## src/rtl/dcm_pkg.sv

```systemverilog
// Shared types and helpers for the divider programming controller.
package dcm_pkg;

  localparam int unsigned PROG_W = 3;

  typedef logic [PROG_W-1:0] prog_t;

  localparam prog_t PROG_MAX = prog_t'(7);

  typedef enum logic [1:0] {
    StIdle,
    StIssue,
    StWait,
    StError
  } dcm_state_e;

  // One step up or down, clamped to the legal prog range.
  function automatic prog_t prog_step(input prog_t base, input logic up);
    if (up) begin
      return (base == PROG_MAX) ? base : base + prog_t'(1);
    end
    return (base == '0) ? base : base - prog_t'(1);
  endfunction

endpackage

```

## src/rtl/dcm_prog_ctrl_if.sv

```systemverilog
// Request side and divider side of the prog controller, grouped as one bundle.
interface dcm_prog_ctrl_if import dcm_pkg::*; ();

  logic  inc_req;
  logic  dec_req;
  logic  set_req;
  prog_t set_val;
  prog_t dcm_prog_out;
  logic  dcm_update;
  prog_t dcm_prog_in;
  prog_t cur_prog;
  logic  busy;
  logic  error;

  // Controller view.
  modport slave (
    input  inc_req, dec_req, set_req, set_val, dcm_prog_out,
    output dcm_update, dcm_prog_in, cur_prog, busy, error
  );

  // User-interface / divider view.
  modport master (
    output inc_req, dec_req, set_req, set_val, dcm_prog_out,
    input  dcm_update, dcm_prog_in, cur_prog, busy, error
  );

endinterface

```

## src/rtl/dcm_ack_timer.sv

```systemverilog
// Acknowledge timeout counter: cleared by clr_i, counts while en_i, and raises
// expired_o one cycle after the count has reached TIMEOUT_CYCLES-1. Sticky until clr_i.
module dcm_ack_timer #(
  parameter int unsigned TIMEOUT_CYCLES = 1000000
) (
  input  logic clk,
  input  logic rst,
  input  logic clr_i,
  input  logic en_i,
  output logic expired_o
);

  localparam int unsigned CntW = (TIMEOUT_CYCLES > 1) ? $clog2(TIMEOUT_CYCLES) : 1;
  localparam logic [CntW-1:0] CntLast = CntW'(TIMEOUT_CYCLES - 1);

  logic [CntW-1:0] cnt_q;
  logic            expired_q;

  // Count up while enabled; hold at the last value once expired.
  always_ff @(posedge clk or posedge rst) begin
    if (rst) begin
      cnt_q     <= '0;
      expired_q <= 1'b0;
    end else if (clr_i) begin
      cnt_q     <= '0;
      expired_q <= 1'b0;
    end else if (en_i && !expired_q) begin
      if (cnt_q == CntLast) begin
        expired_q <= 1'b1;
      end else begin
        cnt_q <= cnt_q + CntW'(1);
      end
    end
  end

  assign expired_o = expired_q;

endmodule

```

## src/rtl/dcm_prog_ctrl.sv

```systemverilog
// Sequences prog changes of the clock divider: decodes inc/dec/set requests,
// issues a one-cycle update, waits for prog_out to confirm, retries on
// timeout and flags an error once retries run out.
module dcm_prog_ctrl import dcm_pkg::*; #(
  parameter int unsigned TIMEOUT_CYCLES = 1000000,
  parameter int unsigned MAX_RETRY      = 3
) (
  input logic            clk,
  input logic            rst,
  dcm_prog_ctrl_if.slave bus
);

  localparam int unsigned RetryW = (MAX_RETRY > 0) ? $clog2(MAX_RETRY + 1) : 1;
  localparam logic [RetryW-1:0] RetryMax = RetryW'(MAX_RETRY);

  dcm_state_e        state_q;
  prog_t             target_q;
  prog_t             pend_q;
  logic              pend_vld_q;
  logic [RetryW-1:0] retry_q;
  logic              upd_q;
  prog_t             prog_in_q;
  prog_t             cur_q;
  logic              busy_q;
  logic              err_q;

  prog_t base;
  prog_t req_val;
  prog_t launch_val;
  logic  req_vld;
  logic  req_act;
  logic  expired;

  dcm_ack_timer #(
    .TIMEOUT_CYCLES(TIMEOUT_CYCLES)
  ) u_ack_timer (
    .clk      (clk),
    .rst      (rst),
    .clr_i    (state_q == StIssue),
    .en_i     (state_q == StWait),
    .expired_o(expired)
  );

  // Request decode: set wins, inc+dec together cancels; steps are relative
  // to the most recent intent (pending, then in-flight target, then confirmed).
  always_comb begin
    base    = pend_vld_q ? pend_q : (busy_q ? target_q : cur_q);
    req_vld = 1'b0;
    req_val = base;
    if (bus.set_req) begin
      req_vld = 1'b1;
      req_val = bus.set_val;
    end else if (bus.inc_req ^ bus.dec_req) begin
      req_vld = 1'b1;
      req_val = prog_step(base, bus.inc_req);
    end
    req_act    = req_vld && (req_val != base);
    launch_val = req_act ? req_val : pend_q;
  end

  // Transaction FSM with registered outputs.
  always_ff @(posedge clk or posedge rst) begin
    if (rst) begin
      state_q    <= StIdle;
      target_q   <= '0;
      pend_q     <= '0;
      pend_vld_q <= 1'b0;
      retry_q    <= '0;
      upd_q      <= 1'b0;
      prog_in_q  <= '0;
      cur_q      <= '0;
      busy_q     <= 1'b0;
      err_q      <= 1'b0;
    end else begin
      upd_q <= 1'b0;
      // Requests outside IDLE are parked; the latest one overwrites.
      if (state_q != StIdle && req_act) begin
        pend_q     <= req_val;
        pend_vld_q <= 1'b1;
      end
      unique case (state_q)
        StIdle: begin
          if (req_vld) begin
            err_q <= 1'b0;
          end
          pend_vld_q <= 1'b0;
          if ((req_act || pend_vld_q) && (launch_val != cur_q)) begin
            target_q  <= launch_val;
            prog_in_q <= launch_val;
            upd_q     <= 1'b1;
            busy_q    <= 1'b1;
            retry_q   <= '0;
            state_q   <= StIssue;
          end
        end
        StIssue: begin
          state_q <= StWait;
        end
        StWait: begin
          // A match in the expiry cycle still counts as success.
          if (bus.dcm_prog_out == target_q) begin
            cur_q   <= target_q;
            busy_q  <= 1'b0;
            state_q <= StIdle;
          end else if (expired) begin
            if (retry_q < RetryMax) begin
              retry_q <= retry_q + RetryW'(1);
              upd_q   <= 1'b1;
              state_q <= StIssue;
            end else begin
              busy_q  <= 1'b0;
              state_q <= StError;
            end
          end
        end
        StError: begin
          err_q      <= 1'b1;
          cur_q      <= bus.dcm_prog_out;
          pend_vld_q <= req_act;
          state_q    <= StIdle;
        end
        default: begin
          state_q <= StIdle;
        end
      endcase
    end
  end

  assign bus.dcm_update  = upd_q;
  assign bus.dcm_prog_in = prog_in_q;
  assign bus.cur_prog    = cur_q;
  assign bus.busy        = busy_q;
  assign bus.error       = err_q;

endmodule

```

## src/flat_wrapper.sv

```systemverilog
// flat-port wrapper written by rule: the top's interface ports become plain ports
module dcm_prog_ctrl_flat import dcm_pkg::*;
#(
  parameter int unsigned TIMEOUT_CYCLES = 1000000,
  parameter int unsigned MAX_RETRY      = 3
)
  (clk, rst, bus_inc_req, bus_dec_req, bus_set_req, bus_set_val, bus_dcm_prog_out, bus_dcm_update, bus_dcm_prog_in, bus_cur_prog, bus_busy, bus_error);
  dcm_prog_ctrl_if bus_i ();
  input logic clk;
  input logic rst;
  input wire logic [$bits(bus_i.inc_req)-1:0] bus_inc_req;
  input wire logic [$bits(bus_i.dec_req)-1:0] bus_dec_req;
  input wire logic [$bits(bus_i.set_req)-1:0] bus_set_req;
  input wire logic [$bits(bus_i.set_val)-1:0] bus_set_val;
  input wire logic [$bits(bus_i.dcm_prog_out)-1:0] bus_dcm_prog_out;
  output wire logic [$bits(bus_i.dcm_update)-1:0] bus_dcm_update;
  output wire logic [$bits(bus_i.dcm_prog_in)-1:0] bus_dcm_prog_in;
  output wire logic [$bits(bus_i.cur_prog)-1:0] bus_cur_prog;
  output wire logic [$bits(bus_i.busy)-1:0] bus_busy;
  output wire logic [$bits(bus_i.error)-1:0] bus_error;
  assign bus_i.inc_req = bus_inc_req;
  assign bus_i.dec_req = bus_dec_req;
  assign bus_i.set_req = bus_set_req;
  assign bus_i.set_val = bus_set_val;
  assign bus_i.dcm_prog_out = bus_dcm_prog_out;
  assign bus_dcm_update = bus_i.dcm_update;
  assign bus_dcm_prog_in = bus_i.dcm_prog_in;
  assign bus_cur_prog = bus_i.cur_prog;
  assign bus_busy = bus_i.busy;
  assign bus_error = bus_i.error;
  dcm_prog_ctrl #(.TIMEOUT_CYCLES(TIMEOUT_CYCLES), .MAX_RETRY(MAX_RETRY)) u_core (.clk(clk), .rst(rst), .bus(bus_i));
endmodule
```

## config.mk

```make
export PLATFORM = sky130hd
export DESIGN_NAME = dcm_prog_ctrl_flat
export DESIGN_NICKNAME = d
export VERILOG_FILES = /design/src/rtl/dcm_pkg.sv /design/src/rtl/dcm_prog_ctrl_if.sv /design/src/rtl/dcm_ack_timer.sv /design/src/rtl/dcm_prog_ctrl.sv /design/src/flat_wrapper.sv
export SDC_FILE = /design/constraint.sdc
export NUM_CORES = 1
export LEC_CHECK = 0
export BUFFER_PORTS_ARGS = -buffer_cell sky130_fd_sc_hd__buf_4
export CAP_MARGIN = 20
export CORE_MARGIN = 2
export CORE_UTILIZATION = 36
export DETAILED_ROUTE_END_ITERATION = 10
export PLACE_DENSITY = 0.53
export REMOVE_ABC_BUFFERS = 1
export SYNTH_ARGS = -nofsm -noshare
export SYNTH_HDL_FRONTEND = slang
export SYNTH_SLANG_ARGS = --single-unit
```

## constraint.sdc

```tcl
create_clock -name clk -period 3.08 [get_ports clk]
set_input_delay 0.616 -clock clk [delete_from_list [all_inputs] [get_ports clk]]
set_output_delay 0.616 -clock clk [all_outputs]
set_load 0.005 [all_outputs]
```

Word level (Yosys, flattened, before mapping):

Index checks and enable logic that the tools add are counted.

* $add $sub $neg: 4
* $lt $le $gt $ge: 1
* equal/unequal tests: 17
* multiplexer cells: 46
* bitwise logic cells: 1
* reductions and logical operators: 23

Operator list (count)
* 2-to-1 mux 20 bit: 3
* 2-to-1 mux 3 bit: 10
* adder 20 x 1 -> 20 bit (second input constant): 1
* equality test 20 bit (second input constant): 1
* 2-to-1 mux 1 bit: 18
* 2-to-1 mux 2 bit: 8
* AND reduction 2 bit: 6
* nonzero test 2 bit: 6
* != test 2 x 1 -> 1 bit (second input constant): 5
* case mux 1 bit (2 select lines): 4
* case mux 2 bit (4 select lines): 1
* != test 3 bit: 2
* case mux 3 bit (2 select lines): 1
* AND reduction 5 bit: 1
* equality test 2 bit (second input constant): 2
* logical AND 1 bit: 4
* != test 2 bit (second input constant): 2
* case mux 2 bit (2 select lines): 1
* AND reduction 4 bit: 1
* adder 3 x 1 -> 3 bit (second input constant): 1
* equality test 3 bit: 1
* equality test 3 bit (second input constant): 1
* logical NOT 3 bit: 1
* != test 3 x 1 -> 1 bit (second input constant): 1
* 10 further kinds: 10

* register bits: 38
* input bits: 11
* output and inout port bits: 9
* logic and storage cells: 103

Logic depth before layout (Yosys ltp):

Gate-level depths: netlist (run 1).

* word-level depth: 15
* depth in mapped cells: 17
* gate-level depth less buffers: 16

Modules after synthesis:

From an unflattened synthesis (run 1), not the netlist that was laid out.

* cell total of the unflattened synthesis: 248
* area total of the unflattened synthesis: 2404.8 µm²

By module, submodules not included
* dcm_prog_ctrl: instances 1, cells each 132, area each 1275.0 µm², sequential area each 425.4 µm²
* dcm_ack_timer: instances 1, cells each 116, area each 1129.8 µm², sequential area each 525.5 µm²

Least setup slack after synthesis (run 1):

No wires, ideal clock.

* path kind: register to register
* start point: reg u_core.busy_q (netlist: u_core.bus.busy)
* end point: reg u_core.target_q[0]
* setup time: 125 ps
* data arrival time: 3230 ps
* slack: -275 ps
* cell stages (with the launch flop): 17
* buffers on the path: 1
* cells stage by stage: dfrtp_1 -> buf_6 -> mux2_4 -> mux2i_4 -> ha_1 -> inv_1 -> ha_1 -> inv_1 -> o211ai_1 -> a21oi_1 -> o32ai_4 -> nand2_4 -> mux2_4 -> xnor2_2 -> a31oi_4 -> and2_4 -> mux2_4

* word-level cells in the longest chain between the ends: 14

Ends and longest elaborated chain
* start: declaration: RTL line dcm_prog_ctrl.sv:24 `logic busy_q;`
* start signal: assignment: RTL line dcm_prog_ctrl.sv:72 `busy_q <= 1'b0;`
* start signal: assignment: RTL line dcm_prog_ctrl.sv:91 `busy_q <= 1'b1;`
* start signal: assignment: RTL line dcm_prog_ctrl.sv:103 `busy_q <= 1'b0;`
* 2-to-1 mux 3 bit * (2 in a row): RTL line dcm_prog_ctrl.sv:47 `base = pend_vld_q ? pend_q : (busy_q ? target_q : cur_q);`
* adder 3 x 1 -> 3 bit / equality test 3 bit (equally long branches): RTL line dcm_pkg.sv:20 `return (base == PROG_MAX) ? base : base + prog_t'(1);`
* 2-to-1 mux 3 bit: RTL line dcm_pkg.sv:20
* 2-to-1 mux 3 bit: RTL line dcm_pkg.sv:19 `if (up) begin`
* 2-to-1 mux 3 bit: RTL line dcm_pkg.sv:22 `return (base == '0) ? base : base - prog_t'(1);`
* 2-to-1 mux 3 bit: RTL line dcm_prog_ctrl.sv:53 `end else if (bus.inc_req ^ bus.dec_req) begin`
* 2-to-1 mux 3 bit: RTL line dcm_prog_ctrl.sv:50 `if (bus.set_req) begin`
* != test 3 bit: RTL line dcm_prog_ctrl.sv:57 `req_act = req_vld && (req_val != base);`
* logical AND 1 bit: RTL line dcm_prog_ctrl.sv:57
* 2-to-1 mux 3 bit: RTL line dcm_prog_ctrl.sv:58 `launch_val = req_act ? req_val : pend_q;`
* != test 3 bit: RTL line dcm_prog_ctrl.sv:87 `if ((req_act || pend_vld_q) && (launch_val != cur_q)) begin`
* logical AND 1 bit: RTL line dcm_prog_ctrl.sv:87
* AND reduction 2 bit (no source line)
* end signal: assignment: RTL line dcm_prog_ctrl.sv:88 `target_q <= launch_val;`
* end: declaration: RTL line dcm_prog_ctrl.sv:17 `prog_t target_q;`

Every way passes the cells marked *; elsewhere a longest branch is shown, timed or not. The select of a mux whose other input is x is not followed.
A chain may end at the register's enable or synchronous reset.

Final worst setup path (run 1):

* start point: reg u_core.busy_q (netlist: u_core.bus.busy)
* end point: reg u_core.retry_q[0]

* word-level cells in the longest chain between the ends: 15

Ends and longest elaborated chain
* 2-to-1 mux 3 bit * (2 in a row): RTL line dcm_prog_ctrl.sv:47
* adder 3 x 1 -> 3 bit / equality test 3 bit (equally long branches): RTL line dcm_pkg.sv:20
* 2-to-1 mux 3 bit: RTL line dcm_pkg.sv:20
* 2-to-1 mux 3 bit: RTL line dcm_pkg.sv:19
* 2-to-1 mux 3 bit: RTL line dcm_pkg.sv:22
* 2-to-1 mux 3 bit: RTL line dcm_prog_ctrl.sv:53
* 2-to-1 mux 3 bit: RTL line dcm_prog_ctrl.sv:50
* != test 3 bit: RTL line dcm_prog_ctrl.sv:57
* logical AND 1 bit: RTL line dcm_prog_ctrl.sv:57
* 2-to-1 mux 3 bit: RTL line dcm_prog_ctrl.sv:58
* != test 3 bit: RTL line dcm_prog_ctrl.sv:87
* logical AND 1 bit *: RTL line dcm_prog_ctrl.sv:87
* != test 2 x 1 -> 1 bit (no source line) *
* AND reduction 5 bit (no source line) *
* end signal: assignment: RTL line dcm_prog_ctrl.sv:107 `retry_q <= retry_q + RetryW'(1);`
* end: declaration: RTL line dcm_prog_ctrl.sv:20 `logic [RetryW-1:0] retry_q;`

Marks and branches as above.

==> results of run 1 <==
## registers in the layout, indices dropped and copies added (netlist names)
name                          count
u_core.target_q                   3
u_core.bus.cur_prog               3
u_core.state_q                    2
u_core.pend_q                     3
u_core.u_ack_timer.expired_o      1
u_core.bus.busy                   1
u_core.u_ack_timer.cnt_q         20
u_core.pend_vld_q                 1
u_core.retry_q                    2
u_core.bus.error                  1
u_core.bus.dcm_update             1
## routing by layer
layer  vias to the layer above  track usage, %  part of all wire [%]
met4                         0            4.62                  0.64
met1                       987            22.3                    49
met2                        21            26.4                    48
li1                       1031               -                     -
met5                         -               0                     0
met3                         4            3.13                   2.2
## through the flow
step / power [mW] / cell area [um2] / hold slack, ps / setup TNS, ps / util (%)
after floorplan: 1.81 / 2460 / 497 / -886 / -
after global placement: 2.53 / 2960 / 524 / -934 / 43.7
after detailed placement: 2.54 / 2960 / 528 / -1420 / 43.7
after CTS: 3.00 / 3080 / 421 / -616 / 45.6
after global routing: 3.46 / 3190 / 464 / -2420 / 47.2
final: 3.20 / 3190 / 400 / -839 / 47.2
## path summary, 6_finish.rpt
path / from / end / cells after the start
setup / recovery: u_core.bus.busy$_DFFE_PP0P_ / u_core.retry_q[0]$_DFFE_PP0P_ / 15
hold / removal: rst / u_core.pend_q[2]$_DFFE_PP0P_ / 2
setup reg to reg: u_core.bus.busy$_DFFE_PP0P_ / u_core.retry_q[0]$_DFFE_PP0P_ / 15
hold reg to reg: u_core.u_ack_timer.cnt_q[5]$_DFFE_PP0P_ / u_core.u_ack_timer.cnt_q[5]$_DFFE_PP0P_ / 2
max in group asynchronous: rst / u_core.state_q[1]$_DFFE_PP0P_ / 3
min in group clk: u_core.u_ack_timer.cnt_q[5]$_DFFE_PP0P_ / u_core.u_ack_timer.cnt_q[5]$_DFFE_PP0P_ / 2
## logic make-up after synthesis
logic type / count (synthesis) / synth area share, %
xor gates and xnor gates: 29 / 10.4
adders and majority gates: 10 / 5.00
DFF: 38 / 38.0
muxes: 15 / 7.70
AOI/OAI and AO/OA: 51 / 15.6
and+or+nand+nor: 100 / 19.4
buffers and inverters: 23 / 3.90
## cell usage in the layout (no fill, tap or decap), types with 2 or more instances in the layout
cell type	count
clkbuf_8	6
a21oi_1	12
o22ai_1	4
xor2_1	22
buf_4	54
buf_6	2
o21ai_0	3
nand2_1	23
a21oi_2	3
mux2_2	5
a21o_1	2
nor2_1	31
nor2b_1	5
xnor2_1	5
inv_2	4
nor3_1	7
mux2_4	4
ha_1	7
nand2b_1	6
inv_1	10
mux2i_1	4
dfrtp_1	38
nand3_1	9
and3_1	8
o211ai_1	6
nand4_1	5
a221oi_2	3
ha_2	2
o21ai_1	3
## cell type report
class	instances	area, um2
well taps	80	100
flip-flops and latches	38	951
clock inverters	1	5.00
clock buffers	7	86.3
inverters	14	52.6
fillers	672	3570
repair buffers	57	448
multi-input cells	205	1550
## power groups by stage
stage	clock network (mW)	logic (mW)	registers, mW
after detailed placement	0	1.83	0.714
after CTS	0.381	1.92	0.706
after floorplan	0	1.07	0.748
after global placement	0	1.82	0.712
after global routing	0.400	2.34	0.721
final	0.364	2.14	0.705
## worst max-delay path, delay by kind of cell (launching register included)
kind | cells | cell delay (ps)
XOR/XNOR | 1 | 140
flip-flops | 1 | 420
AO/OA/AOI/OAI | 5 | 1080
buffers and inverters | 3 | 330
adder cells (fa/ha/maj) | 1 | 220
multiplexers | 3 | 810
AND/OR/NAND/NOR | 2 | 150
## what timing repair did
item                       4_1_cts  5_1_grt
resized for setup                5       19
pin swaps                        9        4
setup endpoints to repair        9        9
cloned                           0        0
setup buffers                    2        3
==> summary.md, run 1 <==
| Metric | Value |
|---|---|
| Area delta synth->final | `27.5%` |
| Max Fanout on Critical Path | `5` |
| CTS Sinks | `38` |
| CP max stage delay | `420 ps` |
| Most common cell in the netlist | `dfrtp_1` |
| Final-report max-slew violation count | `0` |
| WL final | `5.77 mm` |
| Layout cell share with drive strength beyond 1 | `31.4%` |
| Placed cells | `390` |
| Hold Crit Class | `in -> async` |
| Worst-Margin Slew | `627 ps` |
| Clk_skew | `5.91 ps` |
| Initial Util | `37.0%` |
| Primary FF master, synth | `dfrtp_1` |
| Number of diodes | `0` |
| Clock-pin slew on the worst setup and hold paths | `80 ps` |
| Root Driver | `clkbuf_8` |
| Crit path time final | `3250 ps` |
| Row count | `30` |
| Synthesized area per cell | `9.41 um2` |
| Clock power frac | `11.4%` |
| H-tree depth | `2` |
| DRC | `0` |
| CP Cell Sequence | `mux2_4 > mux2i_4 > buf_4 > inv_1 > ha_1 > o211ai_1 > a211o_1 > o32ai_4 > nand2_4 > mux2_4 > xnor2_4 > a31oi_4 > buf_12 > nor2_4 > a221o_1` |
| Switching share of total power | `40.8%` |
| Yosys top cell by area | `dfrtp_1` |
| Place WS | `-227 ps` |
| Status | `finished with violations` |
| Seq pwr share | `22.0%` |
| RSZ-0062 raised after global routing | `yes` |
| Synth unique cells | `51` |
| Drt initial violations | `63` |
| Net count, final | `342` |
| Final Hold Fails | `0` |
| Cell internal pwr | `1.90 mW` |
| # hold bufs at CTS | `0` |
| Antenna-violating nets left | `0` |
| Post-synth ARST share | `100%` |
| YS warnings | `0` |
| Most frequent cells after synthesis | `38 x dfrtp_1, 31 x nor2_1, 23 x nand2_1, 23 x xor2_1, 14 x a21oi_1` |
| Wire length per cell | `14.3 um` |
| Setup crit start kind | `register` |
| Final worst slack | `-170 ps` |
| I/O pin count | `20` |
| Post-synthesis cell area | `2500 um2` |
| Total grt overflow | `0` |
| DR vias | `2043` |
| R2R setup slack | `-170 ps` |
| Power Density | `1000 nW/um2` |
| Die area | `7630 um2` |
| CTS tree | `built` |
| Tcrit/Tclk final | `106%` |
| Worst Path Required | `3260 ps` |
| Crit Path Category | `reg -> reg` |
| Synth top area cells | `dfrtp_1 38%, xor2_1 8.0%, ha_1 5.0%` |
| Width of the die | `87.4 um` |
| Switching power total | `1.31 mW` |
| Worst slew margin | `58.2%` |
| Failing checks | `setup timing` |
| Vias in the first global route | `2004` |
| Post-Syn Instances | `266` |
| Drt pass-1 iters | `4` |
| Core ar. | `6760 um2` |
| Post-Layout Cell Count | `402` |
| Vias per cell | `5.08` |
| Final Wtd Congestion | `0.827` |
| Worst path arrival time | `3430 ps` |
| CP max stage cell | `dfrtp_1` |
| Yosys reg bits | `38` |
| Gr usage total | `16.3%` |
| Largest net degree at the start of global routing | `24` |
| Endpoints failing setup | `8` |
| Synth top area share | `38.0%` |
| Setup crit end kind | `register` |
| Num CTS Buffers | `5` |
| IR drop worst, VDD | `0.301 mV` |
| Max-cap violations | `0` |
| I/O Buffers | `19` |
| Die Y | `87.4 um` |
| Maximum buffer depth of the clock tree | `2` |
| P_leak | `1.50 nW` |
| Register area share after synthesis | `38.0%` |
| Combinational power share | `66.6%` |
| Clk Latency, worst-skew pair | `290 ps` |
| Dpl hpwl | `4.20 mm` |
| First-pass GRT wire length | `9.73 mm` |
| Initial antenna violation count | `0` |
| Achievable frequency | `308 MHz` |
| EDFF count, synth | `0` |
| Worst path most repeated cell | `mux2_4` |
No activity file was read; power rests on OpenSTA's default activity.
==> run 2, diff against run 1 <==
--- a/config.mk
+++ b/config.mk
@@ -8,9 +8,9 @@
 export BUFFER_PORTS_ARGS = -buffer_cell sky130_fd_sc_hd__buf_4
 export CAP_MARGIN = 20
 export CORE_MARGIN = 2
-export CORE_UTILIZATION = 36
+export CORE_UTILIZATION = 30
 export DETAILED_ROUTE_END_ITERATION = 10
-export PLACE_DENSITY = 0.53
+export PLACE_DENSITY = 0.46
 export REMOVE_ABC_BUFFERS = 1
 export SYNTH_ARGS = -nofsm -noshare
 export SYNTH_HDL_FRONTEND = slang
==> summary.md, run 2 (synthesis gave the netlist of run 1 again) <==
| Metric | Value |
|---|---|
| Status | `finished with violations` |
| Failing checks | `setup timing` |
| Area of the multi-input gates | `1570 um2 (+1.3%)` |
| RSZ-0062 raised after global routing | `yes` |
| Worst-Margin Slew | `489 ps (-138 ps)` |
| Core ar. | `8130 um2 (+20%)` |
| Number of diodes | `0 (unchanged)` |
| Vias in the first global route | `2007 (+0.15%)` |
| Gr usage total | `13.8% (-2.6 points)` |
| Setup crit start kind | `register` |
| Wire length per cell | `13.7 um (-4.5%)` |
| FF-to-FF Start | `u_core.bus.busy$_DFFE_PP0P_` |
| Switching power total | `1.31 mW (+0.57%)` |
| Most frequent cells in the layout | `59 x buf_4, 38 x dfrtp_1, 30 x nor2_1` |
| Width of the die | `95.3 um (+9.1%)` |
| H-tree depth | `2 (unchanged)` |
| Clk_skew | `5.92 ps (+0.00325 ps)` |
| Area delta synth->final | `29.6%` |
| Vias per cell | `4.83 (-4.9%)` |
| Total grt overflow | `0 (unchanged)` |
| Largest register FFs | `20 (unchanged)` |
| Seq pwr share | `22.1% (about the same)` |
| Final Wtd Congestion | `0.805 (-2.7%)` |
| Crit Path Category | `reg -> reg` |
| Root Driver | `clkbuf_8` |
| Layout cell share with drive strength beyond 1 | `32.5% (+1.1 points)` |
| Hold Crit Class | `in -> async` |
| Endpoints failing setup | `5 (-3)` |
| Combinational power share | `67.2% (+0.6 points)` |
| Top reg by flops | `u_core.u_ack_timer.cnt_q` |
| I/O pin count | `20 (unchanged)` |
| Switching share of total power | `41.0% (+0.20 points)` |
| Clk Latency, worst-skew pair | `280 ps (about the same)` |
| Initial Util | `30.8% (-6.3 points)` |
| CTS Sinks | `38 (unchanged)` |
| R2R setup slack | `-150 ps (+20 ps)` |
| Max-cap violations | `0 (unchanged)` |
| DR vias | `2069 (+1.3%)` |
| Worst Path Required | `3250 ps (about the same)` |
| Crit path time final | `3230 ps (-17.9 ps)` |
| Die Y | `95.3 um (+9.1%)` |
| Dpl hpwl | `4.20 mm (about the same)` |
| I/O Buffers | `19 (unchanged)` |
| DRC | `0 (unchanged)` |
| Net count, final | `345 (+0.88%)` |
| Initial antenna violation count | `0 (unchanged)` |
| FF/Latch Area | `951 um2 (unchanged)` |
| Row count | `33 (+10%)` |
| Max Fanout on Critical Path | `6 (+1)` |
| Area after DPL | `2990 um2 (+1.1%)` |
| Clock-pin slew on the worst setup and hold paths | `70 ps (about the same)` |
| Worst path arrival time | `3400 ps (-30 ps)` |
| Achievable frequency | `309 MHz (+0.55%)` |
| Most common cell after layout, fill and taps aside | `buf_4` |
| Final-report max-slew violation count | `0 (unchanged)` |
| Drt initial violations | `59 (-6.3%)` |
| Power Density | `989 nW/um2 (-1.6%)` |
| First-pass GRT wire length | `9.78 mm (+0.49%)` |
| P_leak | `1.49 nW (about the same)` |
| Sum Neg Setup Slack | `-405 ps (+434 ps)` |
| Die area | `9090 um2 (+19%)` |
| CP startpoint | `u_core.bus.busy$_DFFE_PP0P_` |
| CP max stage delay | `410 ps (about the same)` |
| Setup crit end kind | `register` |
| Largest net degree at the start of global routing | `39 (+63%)` |
| Worst hold slack | `449 ps (+49.0 ps)` |
| Final Cell Area | `3240 um2 (+1.7%)` |
| Clock power frac | `10.7% (-0.7 points)` |
| CP max stage cell | `dfrtp_1` |
| IR drop worst, VDD | `0.304 mV (+1.0%)` |
| Worst slew margin | `67.4% (+9.2 points)` |
| Num CTS Buffers | `5 (unchanged)` |
| Drt pass-1 iters | `4 (unchanged)` |
| Antenna-violating nets left | `0 (unchanged)` |
| Worst path most repeated cell | `mux2_4` |
| Tcrit/Tclk final | `105% (-0.58 points)` |
| WL final | `5.86 mm (+1.7%)` |
| Maximum buffer depth of the clock tree | `2 (unchanged)` |
| Place WS | `-239 ps (-12.2 ps)` |
| Fillers | `788 (+17%)` |
| CP Cell Sequence | `mux2_4 > mux2i_4 > buf_6 > inv_4 > ha_4 > o211ai_1 > a21oi_1 > xnor2_1 > o21ai_0 > mux2_4 > xnor2_2 > a31oi_4 > and2_4 > mux2_4` |
| CTS tree | `built` |
| Final Hold Fails | `0 (unchanged)` |
| Cell internal pwr | `1.89 mW (-0.24%)` |
| Final worst slack | `-152 ps (+17.9 ps)` |
[run 2: cell count changes in the layout (fill, tap and decap cells not counted), moves of 2 or more]
| cell | change |
|---|---|
| buf_4 | +5 |
| ha_2 | -2 |
| ha_4 | +3 |
| inv_2 | -2 |
| inv_4 | +2 |
| nor2_2 | +2 |
[run 2: stage by stage]
step | total power [mW] | utilization [%] | cells
2_1_floorplan | 1.81 | - | 257
3_3_place_gp | 2.57 | 36.7 | 415
3_5_place_dp | 2.55 | 36.7 | 415
4_1_cts | 3.05 | 38.7 | 426
5_1_grt | 3.46 | 39.9 | 428
6_report | 3.21 | 39.9 | 428
[run 2: path summary, 6_finish.rpt]
| check | end | cells after the start |
|---|---|---|
| worst max register to register | u_core.target_q[0]$_DFFE_PP0P_ | 14 |
| worst max-delay path | u_core.target_q[0]$_DFFE_PP0P_ | 14 |
| max in group asynchronous | u_core.u_ack_timer.cnt_q[13]$_DFFE_PP0P_ | 3 |
| min in group clk | u_core.u_ack_timer.cnt_q[5]$_DFFE_PP0P_ | 2 |
| worst min-delay path | u_core.target_q[1]$_DFFE_PP0P_ | 3 |
| worst min register to register | u_core.u_ack_timer.cnt_q[5]$_DFFE_PP0P_ | 2 |
[run 2: per-layer routing]
metal | vias up | wire [um] | share of wire [%] | GRT usage [%]
li1 | 1036 | - | - | -
met1 | 998 | 2830 | 48 | 17.9
met2 | 31 | 2810 | 48 | 23.8
met3 | 4 | 180 | 3.1 | 2.85
met4 | 0 | 40 | 0.68 | 2.54
met5 | - | 0 | 0 | 0
[run 2: critical path, delay by kind of cell, from the launching register on]
family                     cells  cell delay [ps]
muxes                          4             1120
adders and majority gates      1              150
and+or+nand+nor                1              210
buffers and inverters          2              170
xor gates and xnor gates       2              350
DFF                            1              410
AOI/OAI and AO/OA              4              690
[run 2: repair_timing]
item	CTS	global route
gates resized for setup	11	17
setup buffers	5	2
pin swaps	10	12
hold buffers	0	0
setup endpoints to repair	9	9
[run 2: final cells by class]
cell class	count	area share [%]
Tap cell	105	4.05
Multi-Input combinational cell	205	48.3
Clock buffer	6	2.55
Inverter	14	1.81
Sequential cell	38	29.3
Timing Repair Buffer	60	14.0
[run 2: power by group through the flow]
stage / logic (mW) / clock network, mW / registers, mW
after floorplan: 1.07 / 0 / 0.748
after global placement: 1.85 / 0 / 0.716
after detailed placement: 1.83 / 0 / 0.717
after CTS: 1.99 / 0.350 / 0.707
after global routing: 2.36 / 0.374 / 0.725
final: 2.16 / 0.342 / 0.709
